==> config.mk <==
export PLATFORM = sky130hd
export DESIGN_NAME = sonata_pinmux
export DESIGN_NICKNAME = d
export VERILOG_FILES = /design/src/rtl/sonata_pinmux_pkg.sv /design/src/rtl/sonata_pinmux_guard.sv /design/src/rtl/sonata_pinmux.sv
export SDC_FILE = /design/constraint.sdc
export NUM_CORES = 1
export LEC_CHECK = 0
export ABC_AREA = 1
export CAP_MARGIN = 20
export CORE_UTILIZATION = 40
export CTS_CLUSTER_DIAMETER = 150
export CTS_CLUSTER_SIZE = 14
export DETAILED_ROUTE_END_ITERATION = 8
export GPL_TIMING_DRIVEN = 0
export PLACE_DENSITY = 0.63
export SLEW_MARGIN = 20
export SYNTH_ARGS = -nofsm -noshare
export SYNTH_HDL_FRONTEND = slang
export SYNTH_HIERARCHICAL = 1
export SYNTH_SLANG_ARGS = --single-unit
export TNS_END_PERCENT = 1
==> constraint.sdc <==
create_clock -name clk_i -period 5.29 [get_ports clk_i]
set_input_delay 0.7935 -clock clk_i [delete_from_list [all_inputs] [get_ports clk_i]]
set_output_delay 0.7935 -clock clk_i [all_outputs]
set_load 0.01 [all_outputs]
==> src/rtl/sonata_pinmux_pkg.sv <==
// Shared constants and types for the output pin multiplexer.
package sonata_pinmux_pkg;

    localparam int unsigned OUT_PIN_NUM         = 20;
    localparam int unsigned IN_PIN_NUM          = 8;
    localparam int unsigned PINMUX_SEL_DISABLED = 0;

    typedef enum logic {
        PinActive = 1'b0,
        PinGuard  = 1'b1
    } pinmux_state_e;

endpackage

==> src/rtl/sonata_pinmux_guard.sv <==
// Per-pin select register with break-before-make guard window.
module sonata_pinmux_guard
    import sonata_pinmux_pkg::*;
#(
    parameter int unsigned SelW        = 4,
    parameter int unsigned GuardCycles = 2
) (
    input  logic            clk_i,
    input  logic            rst_i,
    input  logic            wr_en,
    input  logic [SelW-1:0] wr_sel,
    output logic [SelW-1:0] sel,
    output logic [SelW-1:0] active_sel,
    output logic            guard
);

    localparam int unsigned     CntW     = (GuardCycles > 0) ? $clog2(GuardCycles + 1) : 1;
    localparam logic [CntW-1:0] CntLoad  = (GuardCycles > 0) ? CntW'(GuardCycles - 1) : '0;
    localparam bit              UseGuard = (GuardCycles > 0);

    pinmux_state_e   state_q, state_d;
    logic [CntW-1:0] cnt_q, cnt_d;
    logic [SelW-1:0] sel_q, sel_d;
    logic [SelW-1:0] active_q, active_d;

    always_ff @(posedge clk_i or posedge rst_i) begin
        if (rst_i) begin
            state_q  <= PinActive;
            cnt_q    <= '0;
            sel_q    <= SelW'(PINMUX_SEL_DISABLED);
            active_q <= SelW'(PINMUX_SEL_DISABLED);
        end else begin
            state_q  <= state_d;
            cnt_q    <= cnt_d;
            sel_q    <= sel_d;
            active_q <= active_d;
        end
    end

    // A write during the guard window restarts it, even back to the old source.
    always_comb begin
        state_d  = state_q;
        cnt_d    = cnt_q;
        sel_d    = sel_q;
        active_d = active_q;
        unique case (state_q)
            PinActive: begin
                if (wr_en && (wr_sel != active_q)) begin
                    sel_d = wr_sel;
                    if (UseGuard) begin
                        state_d = PinGuard;
                        cnt_d   = CntLoad;
                    end else begin
                        active_d = wr_sel;
                    end
                end
            end
            PinGuard: begin
                if (wr_en) begin
                    sel_d = wr_sel;
                    cnt_d = CntLoad;
                end else if (cnt_q == '0) begin
                    active_d = sel_q;
                    state_d  = PinActive;
                end else begin
                    cnt_d = cnt_q - CntW'(1);
                end
            end
        endcase
    end

    assign sel        = sel_q;
    assign active_sel = active_q;
    assign guard      = (state_q == PinGuard);

endmodule

==> src/rtl/sonata_pinmux.sv <==
// Register-programmable output pin mux with guarded source switching and input synchronisers.
module sonata_pinmux
    import sonata_pinmux_pkg::*;
#(
    parameter int unsigned OutPinNum   = OUT_PIN_NUM,
    parameter int unsigned SrcNum      = 8,
    parameter int unsigned InPinNum    = IN_PIN_NUM,
    parameter int unsigned SyncStages  = 2,
    parameter int unsigned GuardCycles = 2,
    parameter logic        IdleValue   = 1'b1,
    localparam int unsigned AddrW      = $clog2(OutPinNum + 1),
    localparam int unsigned SelW       = $clog2(SrcNum + 1)
) (
    input  logic                          clk_i,
    input  logic                          rst_i,
    input  logic                          reg_req_i,
    input  logic                          reg_we_i,
    input  logic [AddrW-1:0]              reg_addr_i,
    input  logic [SelW-1:0]               reg_wdata_i,
    output logic [31:0]                   reg_rdata_o,
    output logic                          reg_ready_o,
    output logic                          reg_err_o,
    input  logic [OutPinNum*SrcNum-1:0]   src_i,
    output logic [OutPinNum-1:0]          pin_o,
    output logic [OutPinNum-1:0]          pin_oe_o,
    input  logic [InPinNum-1:0]           in_pins_i,
    output logic [InPinNum-1:0]           in_pins_sync_o,
    output logic                          busy_o
);

    localparam int unsigned      PadW       = 1 << SelW;
    localparam logic [AddrW-1:0] StatusAddr = AddrW'(OutPinNum);
    localparam logic [SelW-1:0]  SelMax     = SelW'(SrcNum);

    if (OutPinNum < 1 || OutPinNum > 32) begin : g_bad_out_pin_num
        $error("OutPinNum must be in 1..32");
    end
    if (SyncStages < 2) begin : g_bad_sync_stages
        $error("SyncStages must be at least 2");
    end
    if (SrcNum < 1) begin : g_bad_src_num
        $error("SrcNum must be at least 1");
    end

    logic                 addr_pin;
    logic                 addr_status;
    logic                 wdata_ok;
    logic [SelW-1:0]      pin_sel    [OutPinNum];
    logic [SelW-1:0]      active_sel [OutPinNum];
    logic [OutPinNum-1:0] guard;
    logic [31:0]          rd_data;
    logic                 rd_err;

    assign addr_pin    = (reg_addr_i < StatusAddr);
    assign addr_status = (reg_addr_i == StatusAddr);
    assign wdata_ok    = (reg_wdata_i <= SelMax);

    for (genvar p = 0; p < OutPinNum; p++) begin : g_pin
        logic            wr_en;
        logic            drive;
        logic [PadW-1:0] src_pad;

        assign wr_en = reg_req_i & reg_we_i & wdata_ok & (reg_addr_i == AddrW'(p));

        sonata_pinmux_guard #(
            .SelW        (SelW),
            .GuardCycles (GuardCycles)
        ) u_guard (
            .clk_i      (clk_i),
            .rst_i      (rst_i),
            .wr_en      (wr_en),
            .wr_sel     (reg_wdata_i),
            .sel        (pin_sel[p]),
            .active_sel (active_sel[p]),
            .guard      (guard[p])
        );

        // Zero-padded so any select value indexes in range; select s picks source s-1.
        assign src_pad     = PadW'(src_i[p*SrcNum +: SrcNum]);
        assign drive       = ~guard[p] & (active_sel[p] != SelW'(PINMUX_SEL_DISABLED));
        assign pin_oe_o[p] = drive;
        assign pin_o[p]    = drive ? src_pad[active_sel[p] - SelW'(1)] : IdleValue;
    end

    always_comb begin
        rd_data = '0;
        rd_err  = 1'b0;
        if (addr_pin) begin
            for (int unsigned p = 0; p < OutPinNum; p++) begin
                if (reg_addr_i == AddrW'(p)) begin
                    rd_data = 32'(pin_sel[p]);
                end
            end
            rd_err = reg_we_i & ~wdata_ok;
        end else if (addr_status) begin
            rd_data = 32'(guard);
            rd_err  = reg_we_i;
        end else begin
            rd_err = 1'b1;
        end
    end

    always_ff @(posedge clk_i or posedge rst_i) begin
        if (rst_i) begin
            reg_ready_o <= 1'b0;
            reg_err_o   <= 1'b0;
            reg_rdata_o <= '0;
        end else begin
            reg_ready_o <= reg_req_i;
            reg_err_o   <= reg_req_i & rd_err;
            reg_rdata_o <= reg_req_i ? rd_data : '0;
        end
    end

    logic [InPinNum-1:0] sync_q [SyncStages];

    always_ff @(posedge clk_i or posedge rst_i) begin
        if (rst_i) begin
            for (int unsigned i = 0; i < SyncStages; i++) begin
                sync_q[i] <= '0;
            end
        end else begin
            sync_q[0] <= in_pins_i;
            for (int unsigned i = 1; i < SyncStages; i++) begin
                sync_q[i] <= sync_q[i-1];
            end
        end
    end

    assign in_pins_sync_o = sync_q[SyncStages-1];
    assign busy_o         = |guard;

endmodule

==> summary.md, run 1 <==
| Metric | Value |
|---|---|
| Critical path class | `register to output pin` |
| RSZ-0062 raised after global routing | `false` |
| Tcrit/Tclk final | `0.672` |
| Power Density | `between 200 and 300 nW/um2` |
| CP cell instances | `inv_1 > ha_1 > o21ai_0 > o221a_2 > o31ai_1 > clkdlybuf4s50_1` |
| First-pass iteration count of the detailed router | `5` |
| Post-CTS Resized | `0` |
| Starting Density | `0.408` |
| Core area | `roughly 40000 um2` |
| Cell type with the largest total area after synthesis | `dfrtp_1` |
| Mapped cell area | `between 15000 and 20000 um2` |
| Drt drc | `0` |
| Post-CTS Hold Buffers | `0` |
| Dpl ws | `1.69 ns` |
| Routed vias | `around 15000` |
| Final setup vio count | `0` |
| Internal power | `between 3 and 4 mW` |
| Top cell type's share of synthesized area | `0.394` |
| Post-CTS setup repair buffer count | `0` |
| Seq pwr share | `0.456` |
| Worst reg2reg setup slack | `3.15 ns` |
| Final Hold Viols | `0` |
| Vias in the first global route | `between 10000 and 15000` |
| Slew @ Worst Pin | `about 0.98 ns` |
| Hold depth | `0` |
| Switching power | `1.74 mW` |
| TritonCTS Sinks | `around 260` |
| Clock share of power | `0.277` |
| All-Layer GR Usage | `0.213` |
| Post-Place Cells | `approximately 3000` |
| Path depth of the worst reg2reg path | `13` |
| DIE AREA | `41700 um2` |
| PnR worst setup slack | `about 1.7 ns` |
| Avg Vias per Cell | `4.94` |
| Die H | `204 um` |
| Hpwl dp | `33.3 mm` |
| Area delta synth->final | `23.8%` |
| Commonest register cell after synthesis | `dfrtp_1` |
| Worst setup EP type | `output pin` |
| Initial antenna violation count | `0` |
| Unique masters post-synth | `40` |
| GPL Wtd Cong | `roughly 0.86` |
| Peak supply drop | `between 0.00015 and 0.0002 V` |
| # rows | `73` |
| Crit path DAT | `~2.8 ns` |
| # H-tree levels | `1` |
| Area contributors post-synth | `dfrtp_1 39%, nand2_1 15%, inv_1 8.6%` |
| Reg-to-Reg End | `reg_rdata_o[2]` |
| Fin. max-slew vios | `0` |
| Hold EP | `in_pins_sync_o[3]` |
| Fraction of layout cells with a size suffix above 1 | `0.0813` |
| Clock skew | `about 0.014 ns` |
| Post-DRT Antenna Nets | `0` |
| CTS clk-pin slew, worst paths | `roughly 0.070 ns` |
| Crit-path max FO | `7` |
| Die X | `~200 um` |
| CTS Buffer Depth | `3` |
| Asr flop ratio synth | `1.00` |
| # IOs | `roughly 260` |
| Status | `completed` |
| Type of origin of the critical path | `register` |
| Ant. Diodes | `0` |
| Fmax achieved | `approximately 280 MHz` |
| Commonest non-fill, non-tap cell in the layout | `nand2_1` |
| Routed length per instance | `between 10 and 15 um` |
| I/O Buffers | `251` |
| Clock root cell | `clkbuf_16` |
| Crit path largest cell delay | `between 0.5 and 0.6 ns` |
| Total grt overflow | `0` |
| HP Start | `sync_q[11]` |
| Nets | `between 2000 and 3000` |
| Total CTS buffers | `22` |
| EDFF count, synth | `0` |
| HP Class | `register to register` |
| MaxCap Viol Count | `0` |
| Most frequent cells in the layout | `649 x nand2_1, 373 x inv_1, 258 x dfrtp_1, 246 x clkdlybuf4s50_1, 218 x nor2_1` |
| Clock Latency Late Sink | `just over 0.5 ns` |
| Synth Register Bits | `roughly 260` |
| Comb pwr share | `0.267` |
| Crit-path slowest cell | `clkdlybuf4s50_1` |
| Pin count of the biggest net entering global routing | `57` |
| Leakage | `11.0 nW` |
| Rel. slew slack | `0.345` |
| Mapped Cells | `2269` |
| First-pass GRT wire length | `between 70 and 80 mm` |
| Sw frac | `0.326` |
| Average cell area after synthesis | `a little over 7 um2` |
| R2R Path Start | `g_pin[2].u_guard/sel[2]` |
| Syn. warnings | `6` |
| Fin cells | `between 3000 and 4000` |
| CTS tree | `built` |
| Sequential area share after synthesis | `0.394` |
| First DRT Iteration DRCs | `901` |
| Min cycle time layout | `roughly 3.6 ns` |
| CP required | `approximately 4.5 ns` |
| Final wirelength | `roughly 44 mm` |
power groups by stage:
stage          registers (mW)  clock network [mW]  logic (mW)
2_1_floorplan            2.39                   0       0.958
3_3_place_gp             2.47                   0        1.38
3_5_place_dp             2.47                   0        1.43
4_1_cts                  2.43                1.52        1.44
5_1_grt                  2.47                1.58        1.63
6_report                 2.43                1.48        1.43
flip-flops by register name (all words and copies together), names as in the netlist:
name	flops
in_pins_sync_o	8
reg_err_o	1
g_pin.u_guard/sel	80
sync_q	8
g_pin.u_guard/guard	20
g_pin.u_guard/cnt_q	40
reg_ready_o	1
reg_rdata_o	20
g_pin.u_guard/active_sel	80
stage by stage:
step	util	total power, mW	TNS (ns)	hold WS [ns]	cell area, um2
after CTS	0.506	5.39	0	0.351	20300
final	0.506	5.34	0	0.348	20300
after floorplan	-	3.35	0	0.331	16400
after detailed placement	0.491	3.90	0	0.335	19700
after global routing	0.506	5.68	0	0.354	20300
after global placement	0.488	3.85	-54.59	0.331	19600
critical path: cells and delay by family, from the launching register on:
family          cells  cell delay, ns
flops               1            0.53
buf+inv             2            0.76
fa+ha+maj           1            0.38
compound gates      3            0.56
kinds of logic after synthesis:
kind of cell	count (synthesis)	share of synthesized area
and+or+nand+nor	1221	0.328
buffers and inverters	427	0.107
DFF	258	0.394
AOI/OAI and AO/OA	243	0.0912
adders and majority gates	60	0.0459
xor gates and xnor gates	40	0.0214
muxes	19	0.0116
other	1	0.000229
per-layer routing:
layer	GRT usage	wire, um
met5	0	0
met4	0.0498	788
met3	0.0206	2050
met2	0.369	21000
met1	0.284	20300
final cells by class:
type	instances	area, um2
clock buffer	23	576
multi-input combinational	1595	8200
tap	525	657
buffer	45	322
inverter	382	1430
fill	3905	19800
clock inverter	1	8.76
timing repair buffer	256	2620
sequential	258	6460
synthesized netlist by cell type, types with 14 or more instances:
library cell	count
inv_1	374
nand4_1	38
nor3_1	34
o221ai_1	14
xor2_1	14
a21oi_1	124
a32oi_1	20
buf_4	40
nand3_1	162
xnor2_1	26
nand2_2	60
nand2_1	649
mux2i_1	19
dfrtp_1	258
o21ai_2	18
nand2_4	18
ha_1	60
o21ai_0	38
nor2_1	218
worst max path at each step:
| stage | startpoint | end | slack, ns | cells past startpoint |
|---|---|---|---|---|
| floorplan | reg_wdata_i[0] | g_pin[0].u_guard/cnt_q[0] | 2.85 | 9 |
| global placement | reg_wdata_i[2] | g_pin[3].u_guard/sel[2] | -0.50 | 11 |
| detailed placement | reg_addr_i[1] | reg_rdata_o[2] | 1.69 | 17 |
| CTS | g_pin[5].u_guard/active_sel[0] | pin_o[5] | 1.70 | 6 |
| global route | g_pin[5].u_guard/active_sel[0] | pin_o[5] | 1.54 | 6 |
| finish | g_pin[0].u_guard/active_sel[0] | pin_o[0] | 1.74 | 6 |
Note: power is estimated with default switching activity, not from simulation.
==> run 2, diff against run 1 <==
--- a/config.mk
+++ b/config.mk
@@ -12,7 +12,7 @@
 export CTS_CLUSTER_SIZE = 14
 export DETAILED_ROUTE_END_ITERATION = 8
 export GPL_TIMING_DRIVEN = 0
-export PLACE_DENSITY = 0.63
+export PLACE_DENSITY = 0.65
 export SLEW_MARGIN = 20
 export SYNTH_ARGS = -nofsm -noshare
 export SYNTH_HDL_FRONTEND = slang
==> constraint.sdc (replaced) <==
create_clock -name clk_i -period 3.2 [get_ports clk_i]
set_input_delay 0.48 -clock clk_i [delete_from_list [all_inputs] [get_ports clk_i]]
set_output_delay 0.48 -clock clk_i [all_outputs]
set_load 0.01 [all_outputs]
==> run 2 against run 1 <==
Compared with the run above:
- clock power is 65% higher
- utilization is 0.11 points higher
- sequential share of layout area hardly changed
- design area is 0.22% higher
- cell count stayed put
- via count is 0.75% higher
- worst setup slack worse by 1.6 ns
==> summary.md, run 2 (synthesis results as in run 1) <==
| Metric | Value |
|---|---|
| Final wirelength | `44.4 mm (was 44.2 mm)` |
| CTS clk-pin slew, worst paths | `0.07 ns (about the same)` |
| Crit-path slowest cell | `nor4_1 (was clkdlybuf4s50_1)` |
| Routed length per instance | `14.4 um (was 14.3 um)` |
| CP required | `2.72 ns (was 4.50 ns)` |
| PnR worst setup slack | `0.130 ns (was 1.74 ns)` |
| GR peak layer | `met2 (unchanged)` |
| Final setup vio count | `0 (unchanged)` |
| TritonCTS Sinks | `258 (unchanged)` |
| Core area | `40100 um2 (unchanged)` |
| Avg Vias per Cell | `4.98 (was 4.94)` |
| GPL Wtd Cong | `0.855 (was 0.858)` |
| Clock Latency Late Sink | `0.52 ns (was 0.51 ns)` |
| Hpwl dp | `33.4 mm (was 33.3 mm)` |
| Fin. max-slew vios | `0 (unchanged)` |
| Slew @ Worst Pin | `0.998 ns (was 0.976 ns)` |
| # H-tree levels | `1 (unchanged)` |
| Clock skew | `0.00934 ns (was 0.0141 ns)` |
| MaxCap Viol Count | `0 (unchanged)` |
| First DRT Iteration DRCs | `990 (was 901)` |
| DIE AREA | `41700 um2 (unchanged)` |
| Pwr Total | `8.83 mW (was 5.34 mW)` |
| Die X | `204 um (unchanged)` |
| Fin cells | `3085 (unchanged)` |
| Commonest non-fill, non-tap cell in the layout | `nand2_1 (unchanged)` |
| Total CTS buffers | `22 (unchanged)` |
| Met3 Usage GRT | `0.0277 (was 0.0206)` |
| Leakage | `11.1 nW (was 11.0 nW)` |
| Min cycle time layout | `between 3 and 4 ns` |
| Drt drc | `0 (unchanged)` |
| Worst setup EP type | `output pin (unchanged)` |
| Tcrit/Tclk final | `0.959` |
| Fmax achieved | `about 330 MHz` |
| Total grt overflow | `0 (unchanged)` |
| Starting Density | `0.408 (unchanged)` |
| Area delta synth->final | `24.1% (was 23.8%)` |
| Pin count of the biggest net entering global routing | `59 (was 57)` |
| CTS Buffer Depth | `3 (unchanged)` |
| Nets | `2801 (unchanged)` |
| Status | `completed (unchanged)` |
| Most frequent cells in the layout | `649 x nand2_1, 372 x inv_1, 243 x dfrtp_1, 238 x clkdlybuf4s50_1, 218 x nor2_1 (was 649 x nand2_1, 373 x inv_1, 258 x dfrtp_1, 246 x clkdlybuf4s50_1, 218 x nor2_1)` |
| Fraction of layout cells with a size suffix above 1 | `0.0879 (was 0.0813)` |
| Dpl ws | `-0.0418 ns (was 1.69 ns)` |
| First-pass iteration count of the detailed router | `5 (unchanged)` |
| Die H | `204 um (unchanged)` |
| CP cell instances | `nor4_1 > nand4_1 > clkdlybuf4s50_1 (was inv_1 > ha_1 > o21ai_0 > o221a_2 > o31ai_1 > clkdlybuf4s50_1)` |
| Vias in the first global route | `15000 (was 14900)` |
| Crit-path max FO | `7 (unchanged)` |
| Rel. slew slack | `0.335 (was 0.345)` |
| Routed vias | `15400 (was 15300)` |
| Crit path largest cell delay | `0.66 ns (was 0.58 ns)` |
| Peak supply drop | `0.000346 V (was 0.000188 V)` |
| RSZ-0062 raised after global routing | `false (unchanged)` |
| CTS tree | `built (unchanged)` |
| Post-CTS setup repair buffer count | `0 (unchanged)` |
| I/O Buffers | `251 (unchanged)` |
| GRT met2 Usage | `0.370 (was 0.369)` |
| Critical path class | `register to output pin (unchanged)` |
| Post-DRT Antenna Nets | `0 (unchanged)` |
| Initial antenna violation count | `0 (unchanged)` |
| Clock root cell | `clkbuf_16 (unchanged)` |
| # IOs | `264 (unchanged)` |
| GR met1 Demand/Resource | `0.280 (was 0.284)` |
| # fillers | `3869 (was 3905)` |
| Post-Place Cells | `3061 (unchanged)` |
| Power Density | `435 nW/um2 (was 263 nW/um2)` |
| HP Class | `primary input to async pin (was register to register)` |
| TNS Setup | `0 ns (unchanged)` |
| Crit path DAT | `2.59 ns (was 2.76 ns)` |
| Final Hold Viols | `0 (unchanged)` |
| # rows | `73 (unchanged)` |
| Ant. Diodes | `0 (unchanged)` |
| All-Layer GR Usage | `0.214 (was 0.213)` |
| First-pass GRT wire length | `73.1 mm (was 72.6 mm)` |
| Type of origin of the critical path | `register (unchanged)` |
[run 2: cell types whose count changed in the layout (fill, tap and decap cells not counted), sizes merged]
cell           before  now
clkdlybuf4s50     246  238
dlymetal6s2s        0    8
[run 2: layer usage]
layer	wire [um]	vias to the layer above	share of wire
met5	0	-	0
met4	1080	0	0.024
met3	2370	64	0.053
met2	21200	394	0.48
met1	19700	7197	0.44
li1	-	7715	-
[run 2: final timing paths]
path	from	end	slack, ns	depth (start not counted)
min in group clk_i	sync_q[10]	in_pins_sync_o[2]	0.35	0
setup / recovery	g_pin[9].u_guard/guard	busy_o	0.13	3
setup reg to reg	g_pin[2].u_guard/sel[2]	reg_rdata_o[2]	1.14	13
hold reg to reg	sync_q[10]	in_pins_sync_o[2]	0.35	0
hold / removal	rst_i	reg_rdata_o[10]	0.26	2
max in group asynchronous	rst_i	in_pins_sync_o[1]	2.48	3
[run 2: per-stage QoR]
stage | area, um2 | utilization | hold WS (ns)
after floorplan | 16400 | - | 0.331
after global placement | 19600 | 0.488 | 0.332
after detailed placement | 19700 | 0.491 | 0.336
after CTS | 20300 | 0.506 | 0.233
after global routing | 20300 | 0.507 | 0.254
final | 20300 | 0.507 | 0.258
[run 2: worst max-delay path, delay by kind of cell (launching register included)]
family | cells | cell delay (ns)
simple gates | 2 | 1.00
buf+inv | 1 | 0.58
flops | 1 | 0.49
[run 2: layout make-up]
cell class,count,area [um2],share of cell area
multi-input cells,1595,8220,0.404
flip-flops and latches,258,6470,0.319
repair buffers,256,2630,0.130
inverters,382,1430,0.0706
well taps,525,657,0.0323
clock buffers,23,576,0.0283
plain buffers,45,322,0.0158
clock inverters,1,8.76,0.000431
[run 2: repair_timing]
action,CTS,global route
pin swaps,0,0
hold buffers,0,0
resized for setup,6,19
cloned,0,0
setup endpoints to repair,5,15
[run 2: power breakdown]
part	leakage (nW)	internal [mW]	switching [mW]	total, mW
sequential	3.18	3.61	0.413	4.03
clock	0.288	1.27	1.17	2.44
combinational	7.63	1.07	1.29	2.36
